$ cat src/rtl/serial_adder_if.sv
// Handshake and operand/result bundle for the bit-serial adder/subtractor.
// The master side issues operations; the slave side (the adder) returns results.
interface serial_adder_if #(
   parameter int unsigned WIDTH = 8
);
   logic             start;
   logic [WIDTH-1:0] a;
   logic [WIDTH-1:0] b;
   logic             cin;
   logic             sub;
   logic             busy;
   logic             done;
   logic [WIDTH-1:0] sum;
   logic             cout;
   logic             ovf;

   modport master (
      output start, a, b, cin, sub,
      input  busy, done, sum, cout, ovf
   );

   modport slave (
      input  start, a, b, cin, sub,
      output busy, done, sum, cout, ovf
   );
endinterface

$ cat src/rtl/serial_adder.sv
// Bit-serial adder/subtractor: one full-adder cell and a carry flop process
// WIDTH-bit operands LSB-first, one bit per clock, with a start/done handshake.
module serial_adder #(
   parameter int unsigned WIDTH = 8
) (
   input logic           clk,
   input logic           rst,
   serial_adder_if.slave bus
);
   localparam int unsigned CNT_W = $clog2(WIDTH + 1);

   typedef enum logic [1:0] {StIdle, StRun, StDone} state_e;

   state_e           state_q;
   logic [WIDTH-1:0] op_a_q;
   logic [WIDTH-1:0] op_b_q;
   logic [WIDTH-1:0] res_q;
   logic [WIDTH-1:0] sum_q;
   logic [CNT_W-1:0] cnt_q;
   logic             carry_q;
   logic             busy_q;
   logic             done_q;
   logic             cout_q;
   logic             ovf_q;

   logic             s_bit;
   logic             carry_nxt;
   logic             last_bit;
   logic [WIDTH-1:0] res_shift;

   assign s_bit     = op_a_q[0] ^ op_b_q[0] ^ carry_q;
   assign carry_nxt = (op_a_q[0] & op_b_q[0]) | (op_a_q[0] & carry_q) | (op_b_q[0] & carry_q);
   assign last_bit  = (cnt_q == CNT_W'(WIDTH - 1));
   // Shift form stays legal for WIDTH == 1, where a part-select would not.
   assign res_shift = (res_q >> 1) | (WIDTH'(s_bit) << (WIDTH - 1));

   always_ff @(posedge clk) begin
      if (rst) begin
         state_q <= StIdle;
         op_a_q  <= '0;
         op_b_q  <= '0;
         res_q   <= '0;
         sum_q   <= '0;
         cnt_q   <= '0;
         carry_q <= 1'b0;
         busy_q  <= 1'b0;
         done_q  <= 1'b0;
         cout_q  <= 1'b0;
         ovf_q   <= 1'b0;
      end else begin
         done_q <= 1'b0;
         unique case (state_q)
            StIdle: begin
               if (bus.start) begin
                  op_a_q  <= bus.a;
                  op_b_q  <= bus.sub ? ~bus.b : bus.b;
                  carry_q <= bus.sub | bus.cin;
                  cnt_q   <= '0;
                  busy_q  <= 1'b1;
                  state_q <= StRun;
               end
            end
            StRun: begin
               op_a_q  <= op_a_q >> 1;
               op_b_q  <= op_b_q >> 1;
               carry_q <= carry_nxt;
               res_q   <= res_shift;
               cnt_q   <= cnt_q + CNT_W'(1);
               if (last_bit) begin
                  // carry_q is the carry into the MSB on this bit
                  sum_q   <= res_shift;
                  cout_q  <= carry_nxt;
                  ovf_q   <= carry_q ^ carry_nxt;
                  done_q  <= 1'b1;
                  busy_q  <= 1'b0;
                  state_q <= StDone;
               end
            end
            StDone: begin
               state_q <= StIdle;
            end
            default: begin
               state_q <= StIdle;
            end
         endcase
      end
   end

   assign bus.busy = busy_q;
   assign bus.done = done_q;
   assign bus.sum  = sum_q;
   assign bus.cout = cout_q;
   assign bus.ovf  = ovf_q;
endmodule

$ cat src/flat_wrapper.sv
// flat-port wrapper written by rule: the top's interface ports become plain ports
module serial_adder_flat 
#(
   parameter int unsigned WIDTH = 8
)
  (clk, rst, bus_start, bus_a, bus_b, bus_cin, bus_sub, bus_busy, bus_done, bus_sum, bus_cout, bus_ovf);
  serial_adder_if #(.WIDTH(WIDTH)) bus_i ();
  input logic clk;
  input logic rst;
  input wire logic [$bits(bus_i.start)-1:0] bus_start;
  input wire logic [$bits(bus_i.a)-1:0] bus_a;
  input wire logic [$bits(bus_i.b)-1:0] bus_b;
  input wire logic [$bits(bus_i.cin)-1:0] bus_cin;
  input wire logic [$bits(bus_i.sub)-1:0] bus_sub;
  output wire logic [$bits(bus_i.busy)-1:0] bus_busy;
  output wire logic [$bits(bus_i.done)-1:0] bus_done;
  output wire logic [$bits(bus_i.sum)-1:0] bus_sum;
  output wire logic [$bits(bus_i.cout)-1:0] bus_cout;
  output wire logic [$bits(bus_i.ovf)-1:0] bus_ovf;
  assign bus_i.start = bus_start;
  assign bus_i.a = bus_a;
  assign bus_i.b = bus_b;
  assign bus_i.cin = bus_cin;
  assign bus_i.sub = bus_sub;
  assign bus_busy = bus_i.busy;
  assign bus_done = bus_i.done;
  assign bus_sum = bus_i.sum;
  assign bus_cout = bus_i.cout;
  assign bus_ovf = bus_i.ovf;
  serial_adder #(.WIDTH(WIDTH)) u_core (.clk(clk), .rst(rst), .bus(bus_i));
endmodule
$ cat config.mk
export PLATFORM = sky130hd
export DESIGN_NAME = serial_adder_flat
export DESIGN_NICKNAME = d
export VERILOG_FILES = /design/src/rtl/serial_adder_if.sv /design/src/rtl/serial_adder.sv /design/src/flat_wrapper.sv
export SDC_FILE = /design/constraint.sdc
export NUM_CORES = 1
export LEC_CHECK = 0
export BUFFER_PORTS_ARGS = -buffer_cell sky130_fd_sc_hd__buf_2
export CAP_MARGIN = 0
export CORE_UTILIZATION = 44
export CTS_CLUSTER_SIZE = 8
export DETAILED_ROUTE_END_ITERATION = 7
export GPL_ROUTABILITY_DRIVEN = 0
export PLACE_DENSITY = 0.65
export SYNTH_ARGS = -nofsm -noshare
export SYNTH_HDL_FRONTEND = slang
export SYNTH_SLANG_ARGS = --single-unit
$ cat constraint.sdc
create_clock -name clk -period 3.05 [get_ports clk]
set_clock_uncertainty 0.15 [all_clocks]
set_input_delay 0.1525 -clock clk [delete_from_list [all_inputs] [get_ports clk]]
set_output_delay 0.1525 -clock clk [all_outputs]
set_load 0.1 [all_outputs]
# --- Yosys cells after proc, flatten, opt, wreduce, memory -nomap -nowiden ---
# Index checks and enable logic that the tools add are counted.
classes:
  n_reduce_logical: 7
  n_mux: 16
  bitwise_logic: 12
  n_eq_ne: 4
  add_sub_neg: 1
op_table:
  columns: ["operator", "n"]
  rows:
  - ["case mux 8 bit (2 select lines)", 2]
  - ["two-way mux 8 bit", 3]
  - ["inverter 8 bit", 1]
  - ["bitwise OR 7 x 8 -> 8 bit", 1]
  - ["case mux 4 bit (2 select lines)", 1]
  - ["AND reduction 2 bit", 3]
  - ["adder 4 x 1 -> 4 bit, second input constant", 1]
  - ["== test 4 x 3 -> 1 bit, second input constant", 1]
  - ["two-way mux 1 bit", 4]
  - ["two-way mux 2 bit", 2]
  - ["two-way mux 4 bit", 1]
  - ["case mux 1 bit (2 select lines)", 2]
  - ["case mux 2 bit (2 select lines)", 1]
  - ["AND 1 bit", 3]
  - ["bitwise OR 1 bit", 3]
  - ["AND reduction 3 bit", 1]
  - ["bitwise XOR 1 bit", 3]
  - ["== test 2 x 1 -> 1 bit, second input constant", 1]
  - ["zero test 2 bit", 1]
  - ["!= test 2 x 1 -> 1 bit, second input constant", 1]
  - ["!= test 2 bit, second input constant", 1]
  - ["nonzero test 2 bit", 1]
  - ["OR reduction 2 bit", 1]
  - ["inverter 1 bit", 1]
totals:
  in_bits: 21
  elab_cells: 51
  out_inout_bits: 12
  register_bits: 43

# --- Logic depth before layout (Yosys ltp) ---
depth:
  depth_word: 4
  mapped_depth: 5
  depth_no_buf: 4

# --- Worst setup path after synthesis ---
# Ideal clock, no wire load.
synth_path:
  path_kind: "register to register"
  start: "reg u_core.bus.cout (netlist name)"
  end: "reg u_core.cout_q, in the netlist u_core.bus.cout"
  setup_time_ns: 0.071
  slack_ns: 1.553
  synth_period_minus_slack_ns: 1.497
  arrival_time_ns: 1.276
  required_ns: 2.829
  path_stages_with_launch: 3
  path_buffers: 0
  path_cell_list: "dfxtp_1 -> o21ai_0 -> a21oi_1"
synth_rtl:
  columns: ["element", "line_no", "text"]
  rows:
  - ["end signal: assignment", "serial_adder.sv:72", "cout_q <= carry_nxt;"]
  - ["end: declaration", "serial_adder.sv:23", "logic cout_q;"]

# --- Worst setup path in the final report ---
layout_path:
  start: "reg u_core.state_q[0]"
  end: "reg u_core.cnt_q[2]"
layout_via:
  elab_chain_cells: 3
  elab_cells_between_ends: 6
  cone_classes: "2 x eq/ne; 1 x mux; 3 x reduce/logical"
layout_lines:
  columns: ["element", "line_no", "text"]
  rows:
  - ["start: declaration", "serial_adder.sv:14", "state_e state_q;"]
  - ["start signal: assignment", "serial_adder.sv:39", "state_q <= StIdle;"]
  - ["start signal: assignment", "serial_adder.sv:60", "state_q <= StRun;"]
  - ["start signal: assignment", "serial_adder.sv:76", "state_q <= StDone;"]
  - ["== test 2 x 1 -> 1 bit / zero test 2 bit (equally long branches)", "serial_adder.sv:52", "unique case (state_q)"]
  - ["nonzero test 2 bit (no line) / != test 2 bit (equally long branches)", null, null]
  - ["AND reduction 2 bit (no line)", null, null]
  - ["end signal: assignment", "serial_adder.sv:68", "cnt_q <= cnt_q + CNT_W'(1);"]
  - ["end: declaration", "serial_adder.sv:19", "logic [CNT_W-1:0] cnt_q;"]
# Several ways; a longest one is shown, not always the timed one.
# A chain may end at the register's enable or synchronous reset.

==> flow_metrics.env <==
export IMPL_switching_share=0.239
export IMPL_path_cells="nor2b_1 > buf_4 > a21oi_1 > a211oi_1"
export IMPL_std_cell_rows=23
export IMPL_grt_pass1_vias=1343
export IMPL_fin_area_mm2=0.00221
export IMPL_drive_gt1_frac=0.233
export IMPL_cp_data_arrival_time_ns=2.16
export IMPL_instances_no_fill=299
export IMPL_worstPathMaxFanout=17
export IMPL_vdd_drop_max_v=0.000255
export IMPL_tightest_slew_ns=0.816
export IMPL_nNetsFinal=271
export IMPL_antenna_found_initial=0
export IMPL_slowest_delay_ns=0.68
export IMPL_grt_use_total=0.176
export IMPL_core_mm2=0.00409
export IMPL_cts_tree="yes"
export IMPL_finalPower_mw=1.16
export IMPL_placed_area_mm2=0.00204
export IMPL_clockRootBuffer="clkbuf_8"
export IMPL_h_tree_depth=2
export IMPL_post_dp_hpwl_um=2370
export IMPL_status="finished, final reports clean"
export IMPL_first_pass_iters=4
export IMPL_clk_path_buf_depth=2
export IMPL_post_route_drc_count=0
export IMPL_first_iter_violations=92
export IMPL_start_util=0.467
export IMPL_die_w_um=67.9
export IMPL_post_cts_buffers=0
export IMPL_synth_cells=219
export IMPL_synth_area_per_cell_um2=8.71
export IMPL_areaGrowthSynthToFinish_pct=15.9
export IMPL_power_leakage_nw=0.855
export IMPL_pwr_share_clk=0.366
export IMPL_overflow=0
export IMPL_grt_pass1_wl_um=6000
export IMPL_start_kind="flop"
export IMPL_wire_per_inst_um=12.3
export IMPL_p_switching_mw=0.277
export IMPL_pin_count=33
export IMPL_viasPerCell=5.27
export IMPL_path_clk_slew_ns=0.07
export IMPL_required_ns=3.10
export IMPL_path_buf_inv=1
export IMPL_drt_total_wl_um=3690
export IMPL_drv_cap=0
export IMPL_dp_cells=284
export IMPL_hold_viol=0
export IMPL_dieHeight_um=67.9
export IMPL_synth_seq_cells=42
export IMPL_cts_buffers=5
export IMPL_seq_area_frac_synth=0.441
export IMPL_p_int_mw=0.881
export IMPL_utilization=0.541
export IMPL_fin_crit_ns=2.10
export IMPL_fmax_ghz=0.475
export IMPL_rsz0062_at_grt="false"
export IMPL_syn_num_nets=242
export IMPL_syn_area_mm2=0.00191
export IMPL_clk_insertion_delay_late_ns=0.29
export IMPL_final_setup_viol_count=0
export IMPL_crit_path_end_kind="flop"
export IMPL_yosys_warnings=0
export IMPL_setup_tns_ns=0
export IMPL_critical_path_class="flop to flop"
export IMPL_comb_power_share=0.123
export IMPL_io_buffers=32
export IMPL_slew_headroom=0.456
export IMPL_n_antenna_cell=0
export IMPL_pwr_share_seq=0.511
export IMPL_num_vias=1576
export IMPL_slowest_stage="dfxtp_1"
export IMPL_power_density_mw_per_mm2=523
export IMPL_critPathTopFamily="flip-flops"
export IMPL_dieArea_mm2=0.00460
export IMPL_grt_max_degree=44
export IMPL_timing_final_crit_share=0.690
export IMPL_synth_cell_types=32
export IMPL_maxSlewViolCount=0
export IMPL_ant_nets=0
export IMPL_clock_sinks=42
export IMPL_worstHoldPathType="input pin to flop"
[per-stage QoR]
step	setup WS [ns]	hold slack, ns
2_1_floorplan	1.55	0.163
3_3_place_gp	1.03	0.278
3_5_place_dp	1.00	0.277
4_1_cts	0.971	0.0997
5_1_grt	0.737	0.142
6_report	0.947	0.105
[final timing paths]
path | from | to | slack, ns | cells after the start
worst min register to register | u_core.res_q[1]$_SDFFE_PP0P_ | u_core.res_q[1]$_SDFFE_PP0P_ | 0.31 | 2
worst max register to register | u_core.state_q[0]$_SDFFE_PP0P_ | u_core.cnt_q[2]$_SDFFE_PP0P_ | 0.95 | 4
worst max-delay path | u_core.state_q[0]$_SDFFE_PP0P_ | u_core.cnt_q[2]$_SDFFE_PP0P_ | 0.95 | 4
worst min-delay path | bus_b[7] | u_core.op_b_q[7]$_SDFFE_PP0P_ | 0.10 | 4
[placed cells by master (no fill, tap or decap), types with 2 or more instances in the layout]
cell	instances
a211oi_1	3
a21oi_1	34
a22oi_1	8
buf_2	32
buf_4	4
clkbuf_1	2
clkbuf_8	5
dfxtp_1	42
dlygate4sd3_1	7
inv_1	9
nand2_1	18
nand3_1	11
nor2_1	19
nor3_1	2
o21ai_0	13
o221a_2	7
o22ai_2	7
or3_1	2
xnor2_1	9
[Yosys cell counts]
library cell   n  share of area
o221a_2        7          0.041
or3_1          2         0.0066
a31oi_1        1         0.0033
dfxtp_1       42           0.44
nor3_1         2         0.0052
and3b_1        1         0.0046
nor2_1        19          0.037
or4_4          1         0.0059
buf_6          4          0.024
a32o_1         1         0.0052
o21ai_0       13          0.034
nand3_1       11          0.029
mux2i_1        1         0.0052
nand2_1       18          0.035
o22ai_2        7          0.046
inv_1          9          0.018
nor4bb_1       1         0.0052
nand2b_1       1         0.0033
xnor2_1        9          0.041
nand3b_1       1         0.0039
a21oi_1       34          0.089
a211oi_1       3          0.012
inv_2          1         0.0020
a22oi_1        8          0.031
o21bai_1       1         0.0039
a221oi_1       1         0.0046
fa_1           1          0.010
buf_2          7          0.018
clkbuf_1       8          0.016
buf_4          2         0.0079
nor2b_1        1         0.0033
ha_1           1         0.0066
[layer usage]
| metal | vias up | global-route usage | wire length, um | part of all wire |
|---|---|---|---|---|
| met5 | - | 0 | 0 | 0 |
| met4 | 0 | 0.0938 | 39 | 0.011 |
| met3 | 6 | 0.0400 | 164 | 0.044 |
| met2 | 32 | 0.265 | 1620 | 0.44 |
| met1 | 712 | 0.235 | 1870 | 0.51 |
| li1 | 826 | - | - | - |
[repair_timing]
action | 4_1_cts | 5_1_grt
hold endpoints to repair | 7 | 0
hold buffers | 7 | 0
resized for setup | 0 | 0
[worst register-to-register path: cells and delay by family (launching register included)]
family	cells	cell delay, ns
DFF	1	0.68
and+or+nand+nor	1	0.57
AOI/OAI and AO/OA	2	0.33
buffers and inverters	1	0.28
[registers in the layout (all words and copies together), names as in the netlist]
register,count
u_core.bus.sum,8
u_core.op_a_q,8
u_core.op_b_q,8
u_core.res_q,7
u_core.cnt_q,4
u_core.state_q,2
u_core.bus.busy,1
u_core.bus.cout,1
u_core.bus.done,1
u_core.bus.ovf,1
u_core.carry_q,1
[cell type report]
| type | count | area, um^2 |
|---|---|---|
| fill | 399 | 1870 |
| multi-input combinational | 146 | 905 |
| sequential | 42 | 841 |
| timing repair buffer | 43 | 260 |
| clock buffer | 7 | 76.3 |
| tap | 50 | 62.6 |
| inverter | 10 | 37.5 |
| clock inverter | 1 | 30.0 |
[cell families after synthesis]
group           synth area share
fa+ha+maj                 0.0170
flops                      0.441
buf+inv                   0.0852
mux                      0.00525
simple gates               0.140
compound gates             0.271
xor+xnor                  0.0413
[power groups by stage]
stage | Combinational, mW | Sequential (mW) | Clock (mW)
2_1_floorplan | 0.105 | 0.607 | 0
3_3_place_gp | 0.134 | 0.604 | 0
3_5_place_dp | 0.135 | 0.604 | 0
4_1_cts | 0.143 | 0.591 | 0.439
5_1_grt | 0.158 | 0.595 | 0.455
6_report | 0.142 | 0.592 | 0.424
Note: power is estimated with default switching activity, not from simulation.
